**config.mk**
```make
export PLATFORM = sky130hd
export DESIGN_NAME = iq_entry_reclaimer
export DESIGN_NICKNAME = d
export VERILOG_FILES = /design/src/rtl/iq_entry_reclaimer.sv
export SDC_FILE = /design/constraint.sdc
export NUM_CORES = 1
export LEC_CHECK = 0
export CORE_MARGIN = 2
export CORE_UTILIZATION = 55
export CTS_BUF_LIST = sky130_fd_sc_hd__clkbuf_16
export CTS_CLUSTER_SIZE = 12
export DETAILED_ROUTE_END_ITERATION = 10
export PLACE_DENSITY = 0.81
export RECOVER_POWER = 100
export SYNTH_ARGS = -nofsm -noshare
export SYNTH_HDL_FRONTEND = slang
export SYNTH_SLANG_ARGS = --single-unit
```
**constraint.sdc**
```tcl
create_clock -name clk -period 7 [get_ports clk]
set_input_delay 0.7 -clock clk [delete_from_list [all_inputs] [get_ports clk]]
set_output_delay 0.7 -clock clk [all_outputs]
set_load 0.05 [all_outputs]
```
**src/rtl/iq_entry_reclaimer.sv**
```systemverilog
// iq_entry_reclaimer: returns issued/squashed IQ entries to the free list, one contiguous block per port, round-robin within each block
//   clk, reset            : clock, asynchronous active-high reset
//   grant_valid_i/_id_i   : issue-lane grants; each valid in-range id becomes pending next cycle
//   squash_i/_vector_i    : squashed entries; every set bit becomes pending next cycle
//   port_enable_i         : per-port enable; a disabled port keeps its entries and freezes its pointer
//   free_ready_i/valid_o  : per-port return handshake, free_id_o carries the returned entry id
//   pending_count_o       : popcount of the pending vector
//   dup_err_o             : sticky, set when an entry is marked pending twice
module iq_entry_reclaimer #(
  parameter int IQ_DEPTH = 32,
  parameter int IQ_DEPTH_LOG = 5,
  parameter int ISSUE_WIDTH = 4,
  parameter int FREE_WIDTH = 4
) (
  input  logic                                clk,
  input  logic                                reset,
  input  logic [ISSUE_WIDTH-1:0]              grant_valid_i,
  input  logic [ISSUE_WIDTH*IQ_DEPTH_LOG-1:0] grant_id_i,
  input  logic                                squash_i,
  input  logic [IQ_DEPTH-1:0]                 squash_vector_i,
  input  logic [FREE_WIDTH-1:0]               port_enable_i,
  input  logic [FREE_WIDTH-1:0]               free_ready_i,
  output logic [FREE_WIDTH-1:0]               free_valid_o,
  output logic [FREE_WIDTH*IQ_DEPTH_LOG-1:0]  free_id_o,
  output logic [IQ_DEPTH_LOG:0]               pending_count_o,
  output logic                                dup_err_o
);
  localparam int EPB = IQ_DEPTH / FREE_WIDTH;
  localparam int LAST = IQ_DEPTH - (FREE_WIDTH - 1) * EPB;
  logic [IQ_DEPTH-1:0] pending, setVec, clrVec;
  logic [ISSUE_WIDTH-1:0] laneOk;
  logic [FREE_WIDTH-1:0] fire;
  logic laneDup;
  assign fire = free_valid_o & free_ready_i;
  for (genvar p = 0; p < FREE_WIDTH; p++) begin : g
    localparam int BS = p == FREE_WIDTH - 1 ? LAST : EPB;
    localparam int BW = BS > 1 ? $clog2(BS) : 1;
    localparam int BASE = p * EPB;
    logic [BW-1:0] rrPtr, sel, selHi, selLo;
    logic hi;
    // selHi: lowest pending at/after rrPtr; selLo: lowest pending overall, used when the search wraps
    always_comb begin
      selHi = '0;
      selLo = '0;
      hi = 1'b0;
      for (int l = BS - 1; l >= 0; l--) begin
        if (pending[BASE+l]) selLo = BW'(l);
        if (pending[BASE+l] && BW'(l) >= rrPtr) begin
          selHi = BW'(l);
          hi = 1'b1;
        end
      end
    end
    assign sel = hi ? selHi : selLo;
    assign free_valid_o[p] = |pending[BASE +: BS] & port_enable_i[p];
    assign free_id_o[p*IQ_DEPTH_LOG +: IQ_DEPTH_LOG] =
      free_valid_o[p] ? IQ_DEPTH_LOG'(BASE) + IQ_DEPTH_LOG'(sel) : '0;
    always_ff @(posedge clk or posedge reset)
      if (reset) rrPtr <= '0;
      else if (fire[p]) rrPtr <= sel == BW'(BS - 1) ? '0 : sel + BW'(1);
  end
  always_comb begin
    setVec = squash_i ? squash_vector_i : '0;
    laneOk = '0;
    laneDup = 1'b0;
    for (int k = 0; k < ISSUE_WIDTH; k++) begin
      laneOk[k] = grant_valid_i[k] &&
        {1'b0, grant_id_i[k*IQ_DEPTH_LOG +: IQ_DEPTH_LOG]} < (IQ_DEPTH_LOG+1)'(IQ_DEPTH);
      if (laneOk[k]) setVec[grant_id_i[k*IQ_DEPTH_LOG +: IQ_DEPTH_LOG]] = 1'b1;
      for (int j = 0; j < k; j++)
        if (laneOk[k] && laneOk[j] &&
            grant_id_i[k*IQ_DEPTH_LOG +: IQ_DEPTH_LOG] == grant_id_i[j*IQ_DEPTH_LOG +: IQ_DEPTH_LOG])
          laneDup = 1'b1;
    end
  end
  always_comb begin
    clrVec = '0;
    for (int p = 0; p < FREE_WIDTH; p++)
      if (fire[p]) clrVec[free_id_o[p*IQ_DEPTH_LOG +: IQ_DEPTH_LOG]] = 1'b1;
  end
  always_comb begin
    pending_count_o = '0;
    for (int i = 0; i < IQ_DEPTH; i++)
      pending_count_o = pending_count_o + (IQ_DEPTH_LOG+1)'(pending[i]);
  end
  // a new set wins over a same-cycle fire, so a re-granted entry is not lost
  always_ff @(posedge clk or posedge reset)
    if (reset) begin
      pending <= '0;
      dup_err_o <= 1'b0;
    end else begin
      pending <= setVec | (pending & ~clrVec);
      dup_err_o <= dup_err_o | laneDup | |(setVec & pending & ~clrVec);
    end
endmodule
```
==> results of run 1 <==
-- flip-flops by register name (all words and copies together) (netlist names) --
name       flops
dup_err_o      1
g.rrPtr       12
pending       32
-- Yosys cell counts, types with 4 or more instances --
master	instances	share of area (%)
a2111oi_0	21	3.1
a211o_1	5	0.74
a211oi_1	8	1.0
a21boi_0	4	0.51
a21o_1	7	0.89
a21oi_1	13	1.1
a221oi_1	4	0.60
a22o_1	4	0.60
and2_1	7	0.74
buf_2	12	1.0
buf_4	9	1.1
clkbuf_1	24	1.5
dfrtp_1	45	19
fa_1	24	8.2
ha_1	12	2.6
inv_1	66	4.2
nand2_1	77	4.9
nand2b_1	10	1.1
nand3_1	23	2.0
nand3b_1	21	2.7
nand4_1	7	0.74
nor2_1	88	5.6
nor2b_1	12	1.3
nor3_1	11	0.94
nor3b_1	5	0.64
nor4_1	15	1.6
o211ai_1	10	1.3
o21a_1	6	0.77
o21ai_0	41	3.5
o22a_1	4	0.60
o22ai_1	31	3.3
o31ai_1	11	1.4
o41ai_1	4	0.60
or2_2	4	0.43
or3_1	16	1.7
or3b_2	7	1.0
or4_1	4	0.51
xnor2_1	16	2.4
xor2_1	15	2.2
-- through the flow --
stage	std cells	utilization (%)	setup WS (ns)
5_1_grt	971	66.67	0.1753
6_report	971	66.67	0.4008
3_3_place_gp	963	65.46	0.9455
3_5_place_dp	963	65.46	0.7809
2_1_floorplan	778	-	1.204
4_1_cts	971	67.02	0.4730
-- metal layers --
metal | part of all wire [%] | GRT usage (%) | wire length, um
met5 | 0 | 0 | 0
met4 | 3.3 | 13.83 | 666
met3 | 10 | 4.722 | 2071
met2 | 46 | 56.87 | 9306
met1 | 40 | 48.92 | 8089
-- path summary, 6_finish.rpt --
kind,endpoint,slack [ns],cells past startpoint
worst max register to register,dup_err_o,3.13,10
worst min-delay path,pending[27],0.57,2
min in group asynchronous,g[0].rrPtr[0],1.82,3
worst max-delay path,pending_count_o[4],0.40,16
worst min register to register,pending[27],0.57,2
max in group asynchronous,dup_err_o,3.68,3
-- placed cells by master (no fill, tap or decap), types with 12 or more instances in the layout --
cell             netlist  layout
a2111oi_0             21      21
a21oi_1               13      13
clkdlybuf4s50_1        0      62
dfrtp_1               45      45
dlygate4sd3_1          0      31
fa_1                  24      24
ha_1                  12      12
inv_1                 66      67
nand2_1               77      77
nand3_1               23      23
nand3b_1              21      21
nor2_1                88      88
nor2b_1               12      12
nor4_1                15      15
o21ai_0               41      41
o22ai_1               31      31
or3_1                 16      16
xnor2_1               16      16
xor2_1                15      15
-- layout make-up --
cell class	count	share of cell area, %
multi-input cells	619	61.64
well taps	136	2.461
repair buffers	94	13.52
inverters	69	3.746
flip-flops and latches	45	16.29
clock buffers	5	1.810
clock inverters	3	0.5429
-- tightest hold or removal path, delay by kind of cell (launching register included) --
kind,cells,cell delay [ns]
flip-flops,1,0.41
AND/OR/NAND/NOR,2,0.13
-- cell families (layout without fill, tap and decap cells) --
family | count (synthesis) | in the layout | synth area share (%)
other | 1 | 4 | 0.06371
xor gates and xnor gates | 31 | 31 | 4.613
buffers and inverters | 114 | 171 | 8.100
adders and majority gates | 36 | 36 | 10.71
and+or+nand+nor | 319 | 319 | 27.64
DFF | 45 | 45 | 19.13
AOI/OAI and AO/OA | 226 | 226 | 29.19
muxes | 3 | 3 | 0.5527
==> results.json, run 1 <==
{
  "grt.overflow.total": 0,
  "ys_seq_area_share_pct": 19.13,
  "ys_warn_count": 0,
  "async_flop_share_pct": 100.0,
  "vias": 6548,
  "ys_types": 87,
  "die_h_um": 107.4,
  "crit_slowest_cell": "dlygate4sd3_1",
  "dpl-instance-area_sq_um": 6788,
  "postCtsSetupRepairBufs": 0,
  "grt_antenna_before_repair": 0,
  "post-route-cell-area_sq_um": 6914,
  "fin_crit_ns": 6.599,
  "drcViolationCount": 0,
  "grtUsageTotal_pct": 35.57,
  "status": "complete, but fails checks",
  "cts_sinks": 45,
  "nets": 937,
  "cts_max_level": 2,
  "whs_ns": 0.5749,
  "avgSynthCellArea_sq_um": 7.594,
  "rsz0062_at_grt": "no",
  "cp_top_family": "adder cells",
  "r2r_start": "pending[2]",
  "critPathMaxStageDelay_ns": 0.89,
  "coreArea_sq_um": 10370,
  "area_growth_syn_to_layout_pct": 17.47,
  "hold_viol_final": 0,
  "routabilityCongestion": 0.9870,
  "crit_top_cell": "fa_1",
  "grt_pass1_wl_mm": 32.29,
  "ff_latch_area_sq_um": 1126,
  "tightest_slew_ns": 2.620,
  "diodes": 0,
  "clk_pin_slew_ns": 0.07,
  "wirelength_mm": 20.13,
  "holdCritPathClass": "flop to flop",
  "hpwl_mm": 15.68,
  "max_freq_mhz": 151.5,
  "worstPathArrival_ns": 5.90,
  "violations": "capacitance limit, slew limit",
  "drive_above_1_share_pct": 3.832,
  "grt_start_max_net_pins": 46,
  "multi_input_area_sq_um": 4262,
  "synth_seq_cells": 45,
  "required_ns": 6.30,
  "crit_type": "flop to primary output",
  "crit_path_cell_trace": "inv_1 > fa_1 > fa_1 > fa_1 > fa_1 > fa_1 > fa_1 > inv_1 > ha_1 > inv_1 > fa_1 > inv_1 > a21o_1 > a21oi_1 > xnor2_1 > dlygate4sd3_1",
  "worstSetupEndpointType": "primary output",
  "skew_ns": 0.004637,
  "viasPerCell": 6.744,
  "row_count": 37,
  "synth-edff-count": 0,
  "synthFlopType": "dfrtp_1",
  "cts_buffers": 5,
  "pin_count": 98,
  "ctsResizeCount": 0,
  "netlist_area_sq_um": 5886,
  "setup_viol": 0,
  "worst_setup_path_start_kind": "flop",
  "wl_per_cell_um": 20.74,
  "slew_violations": 46,
  "grt_pass1_vias": 6263,
  "drt-initial-drc-count": 683,
  "fp.dieW_um": 107.4,
  "clk_path_buf_depth": 2,
  "startpoint": "pending[7]",
  "clk_latency_ns": 0.29,
  "min_from": "pending[27]",
  "fin_crit_sh_pct": 94.27,
  "firstDrtPassIters": 6,
  "cts_tree": "built",
  "cp_max_fo": 9,
  "finalSetupTns_ns": 0,
  "slew_headroom_pct": -74.70,
  "synthCells": 775,
  "start_util_pct": 56.76,
  "cp_num_buf_inv": 5,
  "portBuffers": 93,
  "fillCellCount": 885,
  "cap_violations": 1,
  "die_area_sq_um": 11540,
  "drtAntennaViolNets": 0,
  "hold_buffers": 0,
  "root_buffer": "clkbuf_16"
}
Power of run 1 is not shown: default switching activity piles up to over one toggle a cycle in this logic, so the estimate is an artifact.
==> run 2: changes to the inputs <==
--- a/config.mk
+++ b/config.mk
@@ -12,6 +12,8 @@
 export DETAILED_ROUTE_END_ITERATION = 10
 export PLACE_DENSITY = 0.81
 export RECOVER_POWER = 100
+export REMOVE_ABC_BUFFERS = 1
+export SKIP_LAST_GASP = 1
 export SYNTH_ARGS = -nofsm -noshare
 export SYNTH_HDL_FRONTEND = slang
 export SYNTH_SLANG_ARGS = --single-unit
==> run 2 against run 1 <==
The flow still finishes with violations (capacitance limit, slew limit). Final area hardly changed. Worst setup slack lost 0.048 ns. Wire length grew 6.4%. Critical endpoint unchanged. Critical path type unchanged. Via count grew 2.4%. Largest cell class unchanged. Clock-buffer cell count is the same. Register-to-register slack lost 0.32 ns. Flip-flop and latch count unchanged. First-iteration DRC count grew 11%. Die area stayed put.
==> results.json, run 2 (same netlist as run 1, synthesis figures left out) <==
{
  "status": "complete, but fails checks",
  "violations": "capacitance limit, slew limit",
  "fp.dieW_um": 107.4,
  "routabilityCongestion": 1.073,
  "fillCellCount": 890,
  "drive_above_1_share_pct": 4.067,
  "nets": 938,
  "wl_met1_mm": 8.378,
  "final_cells": 972,
  "worstSetupEndpointType": "primary output",
  "drt-initial-drc-count": 761,
  "cts_buffers": 5,
  "fin_crit_ns": 6.647,
  "required_ns": 6.30,
  "startpoint": "pending[21]",
  "ctsResizeCount": 0,
  "rsz0062_at_grt": "no",
  "clk_path_buf_depth": 2,
  "top_layer": "met4",
  "viasPerCell": 6.897,
  "dp_worst_setup_slack_ns": 0.7524,
  "setup_viol": 0,
  "clk_pin_slew_ns": 0.06,
  "cap_violations": 1,
  "vias": 6704,
  "grt_pass1_vias": 6266,
  "portBuffers": 93,
  "placed_cells": 964,
  "fin_crit_sh_pct": 94.96,
  "slew_violations": 46,
  "crit_type": "flop to primary output",
  "final_cell_mix": "nor2_1 (88), nand2_1 (77), inv_1 (67)",
  "worstPathArrival_ns": 5.95,
  "pin_count": 98,
  "cp_max_fo": 8,
  "min_from": "pending[27]",
  "hold_viol_final": 0,
  "hold_buffers": 0,
  "r2r_start": "pending[21]",
  "top_register": "pending",
  "skew_ns": 0.006450,
  "dr_wl_met3_mm": 2.325,
  "worst_setup_path_start_kind": "flop",
  "diodes": 0,
  "start_util_pct": 56.76,
  "grt.overflow.total": 0,
  "clk_latency_ns": 0.29,
  "wirelength_mm": 21.43,
  "slew_headroom_pct": -75.77,
  "reg2reg_setup_slack_ns": 2.81,
  "multi_input_area_sq_um": 4257,
  "grtUsageTotal_pct": 37.63,
  "coreArea_sq_um": 10370,
  "wl_per_cell_um": 22.04,
  "holdCritPathClass": "flop to flop",
  "root_buffer": "clkbuf_16",
  "met2_length_mm": 9.558,
  "cts_sinks": 45,
  "area_growth_syn_to_layout_pct": 17.52,
  "cts_max_level": 2,
  "grt_start_max_net_pins": 46,
  "largest_register_ffs": 32,
  "die_h_um": 107.4,
  "hpwl_mm": 16.55,
  "cts_tree": "built",
  "drcViolationCount": 0,
  "grt_antenna_before_repair": 0,
  "max_freq_mhz": 150.4,
  "final_common_cell": "nor2_1",
  "row_count": 37,
  "grt_pass1_wl_mm": 33.69,
  "fin_ws_ns": 0.3531,
  "postCtsSetupRepairBufs": 0,
  "tightest_slew_ns": 2.637,
  "top_regs": "pending (32), g.rrPtr (12), dup_err_o (1)",
  "firstDrtPassIters": 8,
  "drtAntennaViolNets": 0,
  "ff_latch_area_sq_um": 1126,
  "finalSetupTns_ns": 0,
  "die_area_sq_um": 11540
}
run 2: through the flow:
stage	cell area (sq um)	hold slack (ns)	utilization (%)
finish	6917	0.5912	66.70
global route	6917	0.6268	66.70
CTS	6958	0.5843	67.10
detailed placement	6795	0.5478	65.53
global placement	6795	0.5332	65.53
floorplan	5679	0.4962	-
run 2: path summary, 6_finish.rpt:
path / to / cells after the start
min reg2reg: pending[27] / 2
max reg2reg: dup_err_o / 9
max: pending_count_o[4] / 18
min in group asynchronous: pending[11] / 3
min: pending[27] / 2
max in group asynchronous: dup_err_o / 3
run 2: cell type report:
| cell class | count | area share [%] |
|---|---|---|
| Clock buffer | 5 | 1.809 |
| Clock inverter | 3 | 0.5427 |
| Inverter | 69 | 3.745 |
| Multi-Input combinational cell | 619 | 61.54 |
| Sequential cell | 45 | 16.28 |
| Tap cell | 136 | 2.460 |
| Timing Repair Buffer | 95 | 13.62 |
run 2: routing by layer:
| metal | vias to the layer above | global-route usage, % |
|---|---|---|
| li1 | 2964 | - |
| met1 | 3082 | 49.52 |
| met2 | 539 | 60.13 |
| met3 | 119 | 6.780 |
| met4 | 0 | 17.49 |
| met5 | - | 0 |
run 2: worst max-delay path: stages, from the launching register on:
cell           delay [ns]
dfrtp_1              0.48
fa_1                 0.55
inv_1                0.07
fa_1                 0.51
inv_1                0.05
fa_1                 0.49
inv_1                0.06
fa_1                 0.47
fa_1                 0.56
fa_1                 0.41
inv_1                0.07
ha_1                 0.16
inv_1                0.05
fa_1                 0.40
inv_1                0.08
a21o_1               0.11
a21oi_1              0.07
xnor2_1              0.16
dlygate4sd3_1        0.90
Power of run 2 is left out for the same reason.
